--- src/rtl/camera_pattern_tx.sv ---
// Synthetic OV7670-style camera source: V_SYNC/HREF framing with RGB565 bytes
// (MSB byte first) expanded from an internal RGB332 test pattern.
module camera_pattern_tx #(
    parameter int H_ACTIVE      = 176,
    parameter int H_BLANK       = 48,
    parameter int V_ACTIVE      = 144,
    parameter int V_SYNC_LINES  = 3,
    parameter int V_BACK_LINES  = 17,
    parameter int V_FRONT_LINES = 10
) (
    input  logic       CLOCK,
    input  logic       RESET,
    input  logic       ENABLE,
    input  logic [1:0] PATTERN_SEL,
    input  logic [7:0] SOLID_COLOR,
    output logic       V_SYNC,
    output logic       HREF,
    output logic [7:0] DATA,
    output logic       FRAME_DONE
);
    localparam int LINE_LEN = 2 * H_ACTIVE + H_BLANK;
    localparam int COL_W    = $clog2(LINE_LEN);
    localparam int LINE_W   = $clog2(V_SYNC_LINES + V_BACK_LINES + V_ACTIVE + V_FRONT_LINES + 1);
    localparam int BAR_PX   = H_ACTIVE / 8;
    localparam int BAR_W    = $clog2(BAR_PX + 1);

    localparam logic [COL_W-1:0]  COL_LAST  = COL_W'(LINE_LEN - 1);
    localparam logic [COL_W-1:0]  COL_HREF  = COL_W'(2 * H_ACTIVE);
    localparam logic [BAR_W-1:0]  BAR_LAST  = BAR_W'(BAR_PX - 1);
    localparam logic [LINE_W-1:0] LINE_BIT4 = LINE_W'(16);

    typedef enum logic [2:0] {ST_IDLE, ST_VSYNC, ST_VBACK, ST_ACTIVE, ST_VFRONT} state_t;

    state_t            state, state_next;
    logic [COL_W-1:0]  col;
    logic [LINE_W-1:0] line, line_last;
    logic              col_end, state_end;
    logic [1:0]        pat_sel;
    logic [7:0]        solid;
    logic [BAR_W-1:0]  bar_cnt;
    logic [2:0]        bar_idx;
    logic [7:0]        x, color, byte0, byte1;
    logic              y_bit4;
    logic [2:0]        r, g;
    logic [1:0]        b;
    logic              vsync_d, href_d, done_d;
    logic [7:0]        data_d;

    always_comb begin
        case (state)
            ST_VSYNC:  line_last = LINE_W'(V_SYNC_LINES - 1);
            ST_VBACK:  line_last = LINE_W'(V_BACK_LINES - 1);
            ST_ACTIVE: line_last = LINE_W'(V_ACTIVE - 1);
            ST_VFRONT: line_last = LINE_W'(V_FRONT_LINES - 1);
            default:   line_last = '0;
        endcase
    end

    assign col_end   = (col == COL_LAST);
    assign state_end = col_end && (line == line_last);

    always_ff @(posedge CLOCK or posedge RESET) begin
        if (RESET) state <= ST_IDLE;
        else       state <= state_next;
    end

    // ENABLE only matters in IDLE and on the final VFRONT cycle, so a frame always completes.
    always_comb begin
        state_next = state;
        case (state)
            ST_IDLE:   if (ENABLE)    state_next = ST_VSYNC;
            ST_VSYNC:  if (state_end) state_next = ST_VBACK;
            ST_VBACK:  if (state_end) state_next = ST_ACTIVE;
            ST_ACTIVE: if (state_end) state_next = ST_VFRONT;
            ST_VFRONT: if (state_end) state_next = ENABLE ? ST_VSYNC : ST_IDLE;
            default:                  state_next = ST_IDLE;
        endcase
    end

    always_ff @(posedge CLOCK or posedge RESET) begin
        if (RESET) begin
            col     <= '0;
            line    <= '0;
            pat_sel <= '0;
            solid   <= '0;
            bar_cnt <= '0;
            bar_idx <= '0;
        end else begin
            if (state == ST_IDLE || state_next != state) begin
                col  <= '0;
                line <= '0;
            end else begin
                col <= col_end ? '0 : col + 1'b1;
                if (col_end) line <= line + 1'b1;
            end
            if (state_next == ST_VSYNC && state != ST_VSYNC) begin
                pat_sel <= PATTERN_SEL;
                solid   <= SOLID_COLOR;
            end
            // Bar index advances after the odd byte of every BAR_PX-th pixel, saturating at 7.
            if (state != ST_ACTIVE || col_end) begin
                bar_cnt <= '0;
                bar_idx <= '0;
            end else if (href_d && col[0]) begin
                if (bar_cnt == BAR_LAST) begin
                    bar_cnt <= '0;
                    bar_idx <= (bar_idx == 3'd7) ? bar_idx : bar_idx + 1'b1;
                end else begin
                    bar_cnt <= bar_cnt + 1'b1;
                end
            end
        end
    end

    assign x      = 8'(col >> 1);
    assign y_bit4 = (line & LINE_BIT4) != '0;

    always_comb begin
        case (pat_sel)
            2'd0:    color = solid;
            2'd1:    color = {{3{bar_idx[2]}}, {3{bar_idx[1]}}, {2{bar_idx[0]}}};
            2'd2:    color = (x[4] ^ y_bit4) ? 8'hE0 : 8'h03;
            default: color = x;
        endcase
    end

    assign {r, g, b} = color;
    assign byte0     = {r, r[2:1], g};
    assign byte1     = {g, b, b, b[1]};

    always_comb begin
        vsync_d = (state == ST_VSYNC);
        href_d  = (state == ST_ACTIVE) && (col < COL_HREF);
        data_d  = href_d ? (col[0] ? byte1 : byte0) : 8'h00;
        done_d  = (state == ST_VFRONT) && state_end;
    end

    // NOTE: registered outputs use non-blocking assignments so every flop samples pre-edge values.
    always_ff @(posedge CLOCK or posedge RESET) begin
        if (RESET) begin
            V_SYNC     <= 1'b0;
            HREF       <= 1'b0;
            DATA       <= 8'h00;
            FRAME_DONE <= 1'b0;
        end else begin
            V_SYNC     <= vsync_d;
            HREF       <= href_d;
            DATA       <= data_d;
            FRAME_DONE <= done_d;
        end
    end
endmodule

--- config.mk ---
export PLATFORM = sky130hd
export DESIGN_NAME = camera_pattern_tx
export DESIGN_NICKNAME = d
export VERILOG_FILES = /design/src/rtl/camera_pattern_tx.sv
export SDC_FILE = /design/constraint.sdc
export NUM_CORES = 1
export LEC_CHECK = 0
export ABC_AREA = 1
export CELL_PAD_IN_SITES_DETAIL_PLACEMENT = 1
export CELL_PAD_IN_SITES_GLOBAL_PLACEMENT = 2
export CORE_MARGIN = 5
export CORE_UTILIZATION = 30
export CTS_CLUSTER_SIZE = 25
export DETAILED_ROUTE_END_ITERATION = 8
export PLACE_DENSITY_LB_ADDON = 0.1
export RECOVER_POWER = 100
export SYNTH_ARGS = -nofsm -noshare
export SYNTH_HDL_FRONTEND = slang
export SYNTH_SLANG_ARGS = --single-unit
--- constraint.sdc ---
create_clock -name CLOCK -period 2.05 [get_ports CLOCK]
set_input_delay 0.41 -clock CLOCK [delete_from_list [all_inputs] [get_ports CLOCK]]
set_output_delay 0.41 -clock CLOCK [all_outputs]
set_load 0.05 [all_outputs]
== Yosys cells after proc, flatten, opt, wreduce, memory -nomap -nowiden ==
Index checks and enable logic that the tools add are counted.

* Flip-flop bits (word level): 49
* Bits of input ports: 13
* Output and inout bits: 11
* Logic and storage cells: 68

* $add $sub $neg: 4
* $lt $le $gt $ge: 1
* Equal/unequal tests: 15
* Mux-type cells: 23
* Bitwise gates (word level): 1
* Reduce and logical (&&, ||, !) cells: 13

{| class="wikitable"
|+ Operators by type and width
! operator !! number
|-
| 8-bit two-way mux || 5
|-
| 8-bit one-hot mux with 4 select lines || 1
|-
| 3-bit two-way mux || 9
|-
| 8-bit one-hot mux with 3 select lines || 1
|-
| 9-bit two-way mux || 2
|-
| 5-bit two-way mux || 3
|-
| 3-bit one-hot mux with 5 select lines || 1
|-
| 9-bit by 1-bit adder with 9-bit output (second input constant) || 1
|-
| 9-bit == test (second input constant) || 1
|-
| 9-bit less-than comparator (second input constant) || 1
|-
| 8-bit by 1-bit adder with 8-bit output (second input constant) || 1
|-
| 8-bit == test || 1
|-
| 3-bit by 1-bit == test with 1-bit output (second input constant) || 2
|-
| 3-bit by 2-bit == test with 1-bit output (second input constant) || 2
|-
| 3-bit == test (second input constant) || 2
|-
| 2-bit nonzero test || 3
|-
| 5-bit by 1-bit adder with 5-bit output (second input constant) || 1
|-
| 5-bit == test (second input constant) || 1
|-
| 1-bit logical AND || 5
|-
| 3-bit by 1-bit adder with 3-bit output (second input constant) || 1
|-
| 3-bit zero test || 1
|-
| 3-bit by 1-bit != test with 1-bit output (second input constant) || 1
|-
| 3-bit by 2-bit != test with 1-bit output (second input constant) || 1
|-
| 3-bit != test || 1
|-
| 8 further kinds || 9
|}

== Longest topological paths before layout ==
* Word-level depth: 9
* Mapped depth: 17
* Gate-level depth less buffers: 15

== Least setup slack after synthesis ==
OpenSTA, ideal clock, no wires.

* Path kind: reg2reg
* From: register col[0]
* To: register col[6]
* Setup time: 128 ps
* Data arrival time: 1883 ps
* Setup slack: 39 ps
* Cell stages (with the launch flop): 14
* Path buffers: 1
* Cells stage by stage: dfrtp_1 ha_1 nand3_1 nor2_2 nand3_1 nor2_1 nand2_1 nand2_1 inv_2 nand2_4 nand2_2 nand2_4 buf_12 nor2_4

* Word-level cells in the longest chain between the ends: 7
* Elaborated cells between the ends (all ways): 12
* Classes of those cells: add/sub: 1; eq/ne: 2; mux: 7; reduce/logical: 2

{| class="wikitable"
|+ RTL lines
! item !! line !! RTL
|-
| start, declared || 35 || <nowiki>logic [COL_W-1:0] col;</nowiki>
|-
| start signal, assigned || 93 || <nowiki>col <= col_end ? '0 : col + 1'b1;</nowiki>
|-
| 9-bit == test * || 59 || <nowiki>assign col_end = (col == COL_LAST);</nowiki>
|-
| 1-bit logical AND * || 60 || <nowiki>assign state_end = col_end && (line == line_last);</nowiki>
|-
| 3-bit two-way mux (on tied branches) || - ||
|-
| 3-bit one-hot mux with 5 select lines * || 70 || <nowiki>case (state)</nowiki>
|-
| via state_next[0] || 34 || <nowiki>state_t state, state_next;</nowiki>
|-
| 3-bit != test * || 89 || <nowiki>if (state == ST_IDLE || state_next != state) begin</nowiki>
|-
| 1-bit logical OR * || 89 ||
|-
| 9-bit two-way mux * || 89 ||
|}

The timed path passes the listed nets; every way through them passes the cells marked *.
A chain may end at the register's enable or synchronous reset.

== Final worst setup path ==
* From: register DATA[2]
* To: output DATA[2]

{| class="wikitable"
|+ RTL lines
! item !! line !! RTL
|-
| start, declared || 18 || <nowiki>output logic [7:0] DATA,</nowiki>
|-
| start signal, assigned || 148 || <nowiki>DATA <= data_d;</nowiki>
|}

No word-level cell between the ends.

==> flow_summary.json <==
{
  "status": "finished clean",
  "crit_family": "buffers and inverters",
  "sw_frac_of_total": 0.212,
  "p_comb_frac": 0.025,
  "grt_usage": 0.132,
  "clock_latency_ps": 310,
  "start_kind": "flop",
  "switching_power_mw": 0.365,
  "slew_headroom": 0.168,
  "final_common_cell": "nand2_1",
  "dieArea_um2": 11000,
  "total_power_mw": 1.72,
  "tightestPinTransition_ps": 1250,
  "setup_viol": 0,
  "root_buffer": "clkbuf_8",
  "power.internal_mw": 1.35,
  "h-tree-depth": 2,
  "place_hpwl_um": 5360,
  "mostFrequentLayoutCells": "63 x nand2_1, 47 x dfrtp_1, 41 x inv_1",
  "rr_startpoint": "state[1]$_DFF_PP0_",
  "clock-sinks": 49,
  "dpl.cell_count": 483,
  "path_class": "flop to output port",
  "reg2reg_to": "line[2]$_DFFE_PP0P_",
  "port_buffers": 23,
  "die_h_um": 105,
  "hp-class": "flop to flop",
  "ys_warn_count": 0,
  "core_area_um2": 8760,
  "rows": 34,
  "antenna_found_initial": 0,
  "timing.final.crit_share": 0.940,
  "period_needed_ps": 1930,
  "first_global_vias": 2345,
  "worst-path-max-fanout": 1,
  "holdPathStages": 2,
  "cts_tree": "yes",
  "gp_congestion": 0.777,
  "max_freq_mhz": 519,
  "finalMaxSlewViolations": 0,
  "slowest_delay_ps": 870,
  "drive_gt1_frac": 0.174,
  "grt-ovfl-total": 0,
  "power_leakage_nw": 1.63,
  "syn_area_per_cell_um2": 8.10,
  "hold_end": "solid[7]$_DFFE_PP0P_",
  "antenna_cells": 0,
  "ys_types": 35,
  "synth_seq_cells": 49,
  "synth_fp_nets": 354,
  "hp-start": "solid[7]$_DFFE_PP0P_",
  "cp_cell_sequence": "dlygate4sd3_1",
  "numCtsBuffers": 5,
  "cts_hold_buf": 0,
  "fin_cells": 493,
  "drtIter0Drc": 83,
  "pwr-share-clk": 0.413,
  "r2r_cells": 13,
  "seqPwrFrac": 0.562,
  "initial_utilization": 0.310,
  "pwr_density_cell_nw_per_um2": 507,
  "clock_path_buffers": 2,
  "ir_drop_uv": 222,
  "holdWs_ps": 529,
  "worst-path-buf-inv": 1,
  "post_drt_wl_per_cell_um": 14.1,
  "clkTransAtPathRegs_ps": 100,
  "pre_cts_ws_ps": -46.2,
  "fin_skew_ps": 11.5,
  "ys_seq_area_frac": 0.452,
  "wl_um": 6940,
  "maxCapViolations": 0,
  "setup_ws_ps": 123,
  "die_w_um": 105,
  "cpMaxStageDelayCell": "dlygate4sd3_1",
  "drtPass1Iterations": 4,
  "area_growth_pct": 24.9,
  "arrival_ps": 1520,
  "required_ps": 1640,
  "synth_cells": 335,
  "grt_max_degree": 50,
  "vias": 2274,
  "grt_pass1_wl_um": 11900,
  "netlist_area_um2": 2710,
  "tns_ps": 0,
  "final_nets": 403,
  "avgViaCountPerCell": 4.61,
  "hold_viol": 0,
  "rrSetupSlack_ps": 140,
  "postRouteAntennaNets": 0,
  "drc": 0,
  "path_depth": 1,
  "ios": 24,
  "end_kind": "output port"
}
==> kinds of logic (layout without fill, tap and decap cells) <==
group,Yosys count,after routing,share of synthesized area
buffers and inverters,53,103,0.0812
AOI/OAI and AO/OA,51,51,0.105
DFF,49,49,0.452
muxes,1,1,0.00369
xor gates and xnor gates,10,10,0.0323
and+or+nand+nor,165,165,0.298
adders and majority gates,6,6,0.0277
==> worst max-delay path by stage <==
stage	to	slack (ps)	from
finish	DATA[2]	120	DATA[2]$_DFF_PP0_
global route	line[7]$_DFFE_PP0P_	-3	state[0]$_DFF_PP0_
CTS	line[1]$_DFFE_PP0P_	6	state[0]$_DFF_PP0_
detailed placement	bar_cnt[4]$_DFFE_PP0P_	-50	col[1]$_DFF_PP0_
global placement	line[1]$_DFFE_PP0P_	2	state[0]$_DFF_PP0_
floorplan	col[6]$_DFF_PP0_	40	col[0]$_DFF_PP0_
==> layout make-up <==
cell class / instances / area (um^2)
fillers: 1084 / 5380
repair buffers: 45 / 415
clock buffers: 6 / 72.6
well taps: 108 / 135
inverters: 50 / 190
flip-flops and latches: 49 / 1230
multi-input cells: 233 / 1310
clock inverters: 2 / 38.8
==> state kept, by name (all words and copies together), names as in the netlist <==
name        flops
DATA            8
bar_idx         3
line            8
col             9
FRAME_DONE      1
V_SYNC          1
state           3
solid           8
HREF            1
bar_cnt         5
pat_sel         2
==> metal layers <==
metal / wire length [um] / GRT usage / vias to the layer above
li1: - / - / 1163
met1: 3680 / 0.198 / 1084
met2: 3020 / 0.192 / 20
met3: 179 / 0.0302 / 7
met4: 62 / 0.0274 / 0
met5: 0 / 0 / -
==> per-stage QoR <==
step / util / cell area, um^2
floorplan: - / 2710
global placement: 0.368 / 3220
detailed placement: 0.368 / 3220
CTS: 0.380 / 3330
global route: 0.387 / 3390
finish: 0.387 / 3390
==> power groups by stage <==
stage / combinational, mW / sequential [mW] / clock (mW)
after floorplan: 0.0142 / 0.985 / 0
after global placement: 0.0499 / 0.985 / 0
after detailed placement: 0.0505 / 0.985 / 0
after CTS: 0.0510 / 0.966 / 0.749
after global routing: 0.0508 / 0.966 / 0.793
final: 0.0437 / 0.966 / 0.709
==> Yosys cell counts (all sizes together) <==
cell / number / area share
a211oi: 2 / 0.0055
ha: 6 / 0.028
o21ai: 25 / 0.046
xor2: 8 / 0.026
nor2: 57 / 0.11
nand3: 24 / 0.051
nor3: 5 / 0.0092
inv: 48 / 0.066
and3: 1 / 0.0023
mux2i: 1 / 0.0037
or2: 1 / 0.0023
o211ai: 2 / 0.0055
o31ai: 1 / 0.0028
nand4: 4 / 0.0092
buf: 3 / 0.012
o32ai: 1 / 0.0032
nand2: 73 / 0.11
o22ai: 2 / 0.0046
xnor2: 2 / 0.0065
o21a: 2 / 0.0055
dfrtp: 49 / 0.45
clkinv: 2 / 0.0028
a22oi: 1 / 0.0028
a21oi: 15 / 0.029
==> repair_timing <==
| action | 4_1_cts | 5_1_grt |
|---|---|---|
| buffers inserted | 0 | 1 |
| pin swaps | 0 | 9 |
| endpoints found under the hold margin | 0 | 0 |
| gates resized for setup | 2 | 15 |
| endpoints found under the setup margin | 16 | 34 |
| cloned | 0 | 1 |
(Power assumes the default switching activity.)
